==> src/rtl/branch_resolve.sv <==
// EX-stage branch resolution: decides the conditional branch outcome, checks the
// fetch-stage static prediction, and issues a registered redirect plus a timed flush.
module branch_resolve #(
  parameter int unsigned FLUSH_CYC = 2,
  parameter int unsigned CNT_W     = 16
) (
  input  logic             clk,
  input  logic             rst,
  input  logic             stall,
  input  logic             br_valid,
  input  logic [2:0]       br_funct3,
  input  logic [31:0]      br_pc,
  input  logic [31:0]      br_imm,
  input  logic             pred_taken,
  input  logic [31:0]      rs1_data,
  input  logic [31:0]      rs2_data,
  output logic             uMod,
  input  logic             Less,
  output logic             redirect,
  output logic [31:0]      redirect_pc,
  output logic             flush,
  output logic             br_taken,
  output logic             br_illegal,
  output logic             br_misalign,
  output logic [CNT_W-1:0] br_cnt,
  output logic [CNT_W-1:0] mispred_cnt
);

  logic [3:0]  flushCnt;
  logic        accept;
  logic        isEq;
  logic        isTaken;
  logic        isIllegal;
  logic        isMispred;
  logic        isMisalign;
  logic [31:0] targetPc;
  logic [31:0] fallPc;

  // The comparator's signedness follows funct3[1] (BLTU/BGEU).
  assign uMod = br_funct3[1];

  assign flush  = (flushCnt != '0);
  assign accept = br_valid & ~stall & ~flush;

  assign isEq     = (rs1_data == rs2_data);
  assign targetPc = br_pc + br_imm;
  assign fallPc   = br_pc + 32'd4;

  always_comb begin
    isTaken   = 1'b0;
    isIllegal = 1'b0;
    case (br_funct3)
      3'b000:         isTaken = isEq;
      3'b001:         isTaken = ~isEq;
      3'b100, 3'b110: isTaken = Less;
      3'b101, 3'b111: isTaken = ~Less;
      default:        isIllegal = 1'b1;
    endcase
  end

  assign isMispred  = (isTaken != pred_taken);
  assign isMisalign = isTaken & (targetPc[1:0] != 2'b00);

  always_ff @(posedge clk) begin
    if (rst) begin
      redirect    <= 1'b0;
      redirect_pc <= '0;
      br_taken    <= 1'b0;
      br_illegal  <= 1'b0;
      br_misalign <= 1'b0;
      br_cnt      <= '0;
      mispred_cnt <= '0;
      flushCnt    <= '0;
    end else begin
      redirect    <= 1'b0;
      br_illegal  <= 1'b0;
      br_misalign <= 1'b0;

      if (flush && !stall)
        flushCnt <= flushCnt - 4'd1;

      // accept implies flush is low, so a reload never races the decrement
      if (accept) begin
        br_taken   <= isTaken;
        br_illegal <= isIllegal;
        if (br_cnt != '1)
          br_cnt <= br_cnt + CNT_W'(1);

        if (isMisalign) begin
          br_misalign <= 1'b1;
          flushCnt    <= 4'(FLUSH_CYC);
        end else if (isMispred) begin
          redirect    <= 1'b1;
          redirect_pc <= isTaken ? targetPc : fallPc;
          flushCnt    <= 4'(FLUSH_CYC);
          if (mispred_cnt != '1)
            mispred_cnt <= mispred_cnt + CNT_W'(1);
        end
      end
    end
  end

endmodule
==> config.mk <==
export PLATFORM = sky130hd
export DESIGN_NAME = branch_resolve
export DESIGN_NICKNAME = d
export VERILOG_FILES = /design/src/rtl/branch_resolve.sv
export SDC_FILE = /design/constraint.sdc
export NUM_CORES = 1
export LEC_CHECK = 0
export CORE_MARGIN = 2
export CORE_UTILIZATION = 41
export DETAILED_ROUTE_END_ITERATION = 12
export PLACE_DENSITY = 0.78
export SETUP_SLACK_MARGIN = 0.5
export SLEW_MARGIN = 20
export SYNTH_ARGS = -nofsm -noshare
export SYNTH_HDL_FRONTEND = slang
export SYNTH_SLANG_ARGS = --single-unit
==> constraint.sdc <==
create_clock -name clk -period 3 [get_ports clk]
set_input_delay 0.3 -clock clk [delete_from_list [all_inputs] [get_ports clk]]
set_output_delay 0.3 -clock clk [all_outputs]
set_load 0.1 [all_outputs]
# [Word level (Yosys, flattened, before mapping)]
# Cells that the tools add are included.
[classes] addsub=5 eq_ne=9 mux=9 bitwise_logic=9 n_reduce_logical=13
[ops] operator="16-bit by 1-bit adder with 16-bit output, second input constant" count=2
[ops] operator="32-bit by 3-bit adder with 32-bit output, second input constant" count=1
[ops] operator="32-bit adder" count=1
[ops] operator="32-bit == test" count=1
[ops] operator="32-bit 2-to-1 mux" count=1
[ops] operator="16-bit != test, second input constant" count=2
[ops] operator="4-bit 2-to-1 mux" count=4
[ops] operator="3-bit == test, second input constant" count=4
[ops] operator="1-bit NOT" count=6
[ops] operator="2-bit OR reduction" count=3
[ops] operator="6-bit OR reduction" count=1
[ops] operator="1-bit one-hot mux with 4 select lines" count=1
[ops] operator="4-bit AND reduction" count=1
[ops] operator="4-bit nonzero test" count=1
[ops] operator="4-bit by 1-bit subtractor with 4-bit output, second input constant" count=1
[ops] operator="1-bit AND" count=3
[ops] operator="3-bit by 1-bit == test with 1-bit output, second input constant" count=1
[ops] operator="3-bit zero test" count=1
[ops] operator="1-bit 2-to-1 mux" count=3
[ops] operator="3-bit AND reduction" count=1
[ops] operator="3-bit OR reduction" count=1
[ops] operator="2-bit AND reduction" count=1
[ops] operator="2-bit nonzero test" count=1
[ops] operator="1-bit logical AND" count=1
[ops] operator="2 further kinds" count=2
[totals] regBits=72 in_bits=137 out_inout_bits=70

# [Depth between registers and ports, before layout]
[logic_depth] depth_word=7 mapped_depth=12 mapped_depth_nobuf=12

# [Least setup slack after synthesis]
# OpenSTA, ideal clock, no wires.
[synth_path] path_kind="register to register" startpoint="reg mispred_cnt[2]" endpoint="reg mispred_cnt[8]" setup_time_ns=0.128 arrival_time_ns=2.964 t_required_ns=2.872 setup_slack_ns=-0.092 stages_incl_launch_ff=12 period_less_slack_ns=3.092 cell_sequence="dfxtp_1 and4_1 nand4_1 nor2_1 and4_1 and2_1 nand4_1 and3_1 buf_2 nand4_1 xor2_1 nor2_1"
[synth_via] elab_chain_cells=2
[synth_rtl] item="start, declared" line="26" text="output logic [CNT_W-1:0] mispred_cnt"
[synth_rtl] item="start signal, assigned" line="97" text="mispred_cnt <= mispred_cnt + CNT_W'(1);"
[synth_rtl] item="parallel branches: the longest is 2 deep, another holds 16-bit by 1-bit adder with 16-bit output"
# Several ways; the timed one is not identified.
# A chain may end at the register's enable or synchronous reset.

# [Worst setup path in the final report]
[layout_path] startpoint="in br_imm[0]" endpoint="reg redirect_pc[30]"
[layout_via] elab_chain_cells=5
[layout_rtl] item="start, declared" line="13" text="input logic [31:0] br_imm,"
[layout_rtl] item="32-bit adder (*)" line="46" text="assign targetPc = br_pc + br_imm;"
[layout_rtl] item="2-bit nonzero test" line="62" text="assign isMisalign = isTaken & (targetPc[1:0] != 2'b00);"
[layout_rtl] item="1-bit AND" line="62"
[layout_rtl] item="1-bit NOT (no source line)"
[layout_rtl] item="3-bit AND reduction (no source line)"
[layout_rtl] item="end signal, assigned" line="94" text="redirect_pc <= isTaken ? targetPc : fallPc;"
[layout_rtl] item="end, declared" line="20" text="output logic [31:0] redirect_pc,"
# Mark *: on every way between the ends. The rest lies on a longest branch, timed or not.

==> out/metrics.cfg <==
[placed_design]
placed_area_um2 = 8250
place_inst = 1135
numPortBuffers = 206
place_congestion = 0.900
post-dp-hpwl_um = 14000

[yosys]
ys_types = 63
syn_nets = 896
syn_area_um2 = 5660
yosysTopAreaCell = dfxtp_1
async_flop_share_pct = 0
syn_avg_cell_area_um2 = 7.84
yosys_warnings = 0
yosysTopAreaCellShare_pct = 25.5
yosys_most_used_dff = dfxtp_1
synth_edf_count = 0
seq_area_frac_synth_pct = 25.5
ys_seq_elements = 72
syn_inst = 722
ys_top_cells_by_area = dfxtp_1 25%, xnor2_1 10%, ha_1 8.0%

[worst_hold_path]
min_to = redirect_pc[0]
holdPathStages = 3
hold_class = in -> reg
hp-start = br_pc[0]

[setup_path]
cp-end-kind = flop
worst_path_dominant_cell_family = compound AO/OA/AOI/OAI gates
worstPathCellList = buf_6 > ha_4 > fa_2 > a211oi_2 > o21bai_1 > o22a_2 > a41o_4 > a221oi_4 > nand4_2 > a311o_1 > a21oi_2 > xor2_1 > o211ai_1
max_stage_delay_ps = 370
start_kind = primary input
r2r-start = flushCnt[0]
worstPathBufferInverterCount = 1
cp.arrival_ps = 2890
reg2reg_depth = 10
cp_slowest_cell = fa_2
crit_type = in -> reg
cp_data_required_time_ps = 3230
cp_max_fo = 3
rrSetupSlack_ps = 680
reg2reg_to = redirect_pc[30]

[floorplanning]
die_w_um = 122
num_rows = 42
dieArea_um2 = 14800
fp.dieH_um = 122
num_io_pins = 207
core_um2 = 13300
initial_utilization_pct = 42.4

[clock_tree]
max-clock-path-buffers = 2
clockRootBuffer = clkbuf_16
cts_tree = built
clock_latency_ps = 350
h-tree-depth = 3
cts.sinks = 72
numCtsBuffers = 9
cts.clk_slew.worst_paths_ps = 60

[global_route]
grt_max_degree = 52
antenna_found_initial = 0
grt_pass1_wl_um = 29000
grt_overflow = 0
grt_usage_pct = 24.6
grt_pass1_vias = 5936

[power]
peakVddDrop_v = 0.000318
p_leak_nw = 4.16
p_per_area_nw_per_um2 = 434

[cells_and_area]
seqCellArea_um2 = 1470
antenna-diode-count = 0
final_area_um2 = 9260
final_nets = 1165
syn2layout_area_growth_pct = 63.5
fin_cells = 1172
multi_input_area_um2 = 4500
n_fill_cell = 1054
drive_above_1_share_pct = 26.0

[drt]
vias = 6307
drc_errors = 0
drtIter0Drc = 398
first_pass_iters = 5
routed_wl_um = 19200
avgViaCountPerCell = 5.38
wl_per_cell_um = 16.3
postRouteAntennaNets = 0

[timing]
finClkSkew_ps = 6.45
hold_violations = 0
rsz0062_at_grt = true
max_freq_mhz = 375
period_share_pct = 88.8
relSlewSlack_pct = 35.6
setup_viol = 0
period_minus_slack_ps = 2660
tightest_slew_ps = 963
finalMaxSlewViolations = 0

[outcome]
status = complete, no violations

[run]
max_cap_violations = 0

[per-stage QoR]
step / utilization (%) / hold WS [ps] / TNS (ps) / worst slack [ps] / total power [mW]
4_1_cts: 65.5 / 255 / 0 / 324 / 3.93
2_1_floorplan: - / 377 / 0 / 159 / 2.21
5_1_grt: 69.3 / 260 / 0 / 213 / 4.21
3_5_place_dp: 61.8 / 447 / -3350 / -531 / 2.76
6_report: 69.3 / 269 / 0 / 336 / 4.01
3_3_place_gp: 61.8 / 439 / -2860 / -499 / 2.75
[Yosys cell counts, types with 3 or more instances]
cell type,n
o21a_1,9
xor2_1,45
and2_1,7
nor4_1,4
o21bai_1,7
nand4_1,29
a21oi_2,3
a31oi_1,5
or3_1,9
a21oi_1,60
nand3_1,19
xnor2_1,66
nand3b_1,5
o211ai_1,11
inv_1,10
a311oi_1,5
mux2i_1,5
o31ai_1,3
buf_2,8
ha_1,36
nor2_1,83
clkbuf_1,20
a211oi_1,18
and4_1,5
nand2_1,73
o21ai_1,3
nor3_1,11
dfxtp_1,72
o21ai_0,27
a21o_1,12
and3_1,14
[cells in the final DEF, fill, tap and decap left out, drive strengths merged, types with 5 or more instances in the layout]
master,instances
buf,151
nor2,83
nand2,73
dfxtp,72
xnor2,66
a21oi,63
dlymetal6s2s,61
clkdlybuf4s50,52
xor2,45
ha,36
nand4,31
o21ai,30
dlygate4sd2,23
nand3,19
a211oi,18
a21o,14
and3,14
inv,12
o211ai,11
nor3,11
clkbuf,10
o21a,9
or3,9
o21bai,8
and2,7
nor4,6
nand3b,5
a311oi,5
mux2i,5
and4,5
a31oi,5
[logic make-up (layout without fill, tap and decap cells)]
family / count (synthesis) / in the layout / synth area share [%]
AOI/OAI and AO/OA: 182 / 182 / 21.2
adders and majority gates: 37 / 37 / 8.31
muxes: 6 / 6 / 1.15
and+or+nand+nor: 272 / 272 / 23.5
xor gates and xnor gates: 111 / 111 / 17.2
DFF: 72 / 72 / 25.5
buffers and inverters: 42 / 316 / 3.16
[tightest hold or removal path, delay by kind of cell]
kind,cells,cell delay [ps]
compound gates,1,90
buf+inv,1,100
simple gates,1,70
[layer usage]
| metal | part of all wire [%] | routed length [um] | GRT usage [%] | up-vias |
|---|---|---|---|---|
| li1 | - | - | - | 3126 |
| met5 | 0 | 0 | 0 | - |
| met3 | 6.2 | 1180 | 4.98 | 29 |
| met4 | 1.5 | 283 | 6.18 | 0 |
| met1 | 44 | 8360 | 32.6 | 2943 |
| met2 | 49 | 9330 | 41.2 | 209 |
[power by group]
part / switching (mW) / leakage, nW / internal [mW]
clock network: 0.465 / 0.150 / 0.653
logic: 1.10 / 3.41 / 0.730
registers: 0.0489 / 0.590 / 1.02
[flip-flops by register name, summed over array words and instances, names as in the netlist]
signal	flops
br_cnt	16
redirect_pc	32
br_misalign	1
br_illegal	1
flushCnt	4
br_taken	1
redirect	1
mispred_cnt	16
[timing repair]
action	in CTS	in global routing
gates resized for setup	66	113
gates cloned	0	2
hold buffers	0	0
setup buffers	8	11
pin swaps	33	58
endpoints found under the setup margin	31	44
[worst max-delay path by stage]
stage                   start               to  slack, ps  cells after the start
global route         br_pc[0]  redirect_pc[30]        210                     13
global placement     br_pc[0]  redirect_pc[30]       -500                     13
CTS                 br_imm[0]  redirect_pc[30]        320                     13
finish              br_imm[0]  redirect_pc[30]        340                     13
floorplan            br_pc[0]  redirect_pc[30]        160                     12
detailed placement   br_pc[0]  redirect_pc[30]       -530                     13
[layout make-up]
cell class                 count  share of cell area [%]
multi-input combinational    608                    48.7
clock buffer                   9                    2.43
sequential                    72                    15.9
clock inverter                 7                   0.852
tap                          176                    2.38
inverter                      10                   0.406
timing repair buffer         290                    29.4
No activity file was read; power rests on OpenSTA's default activity.
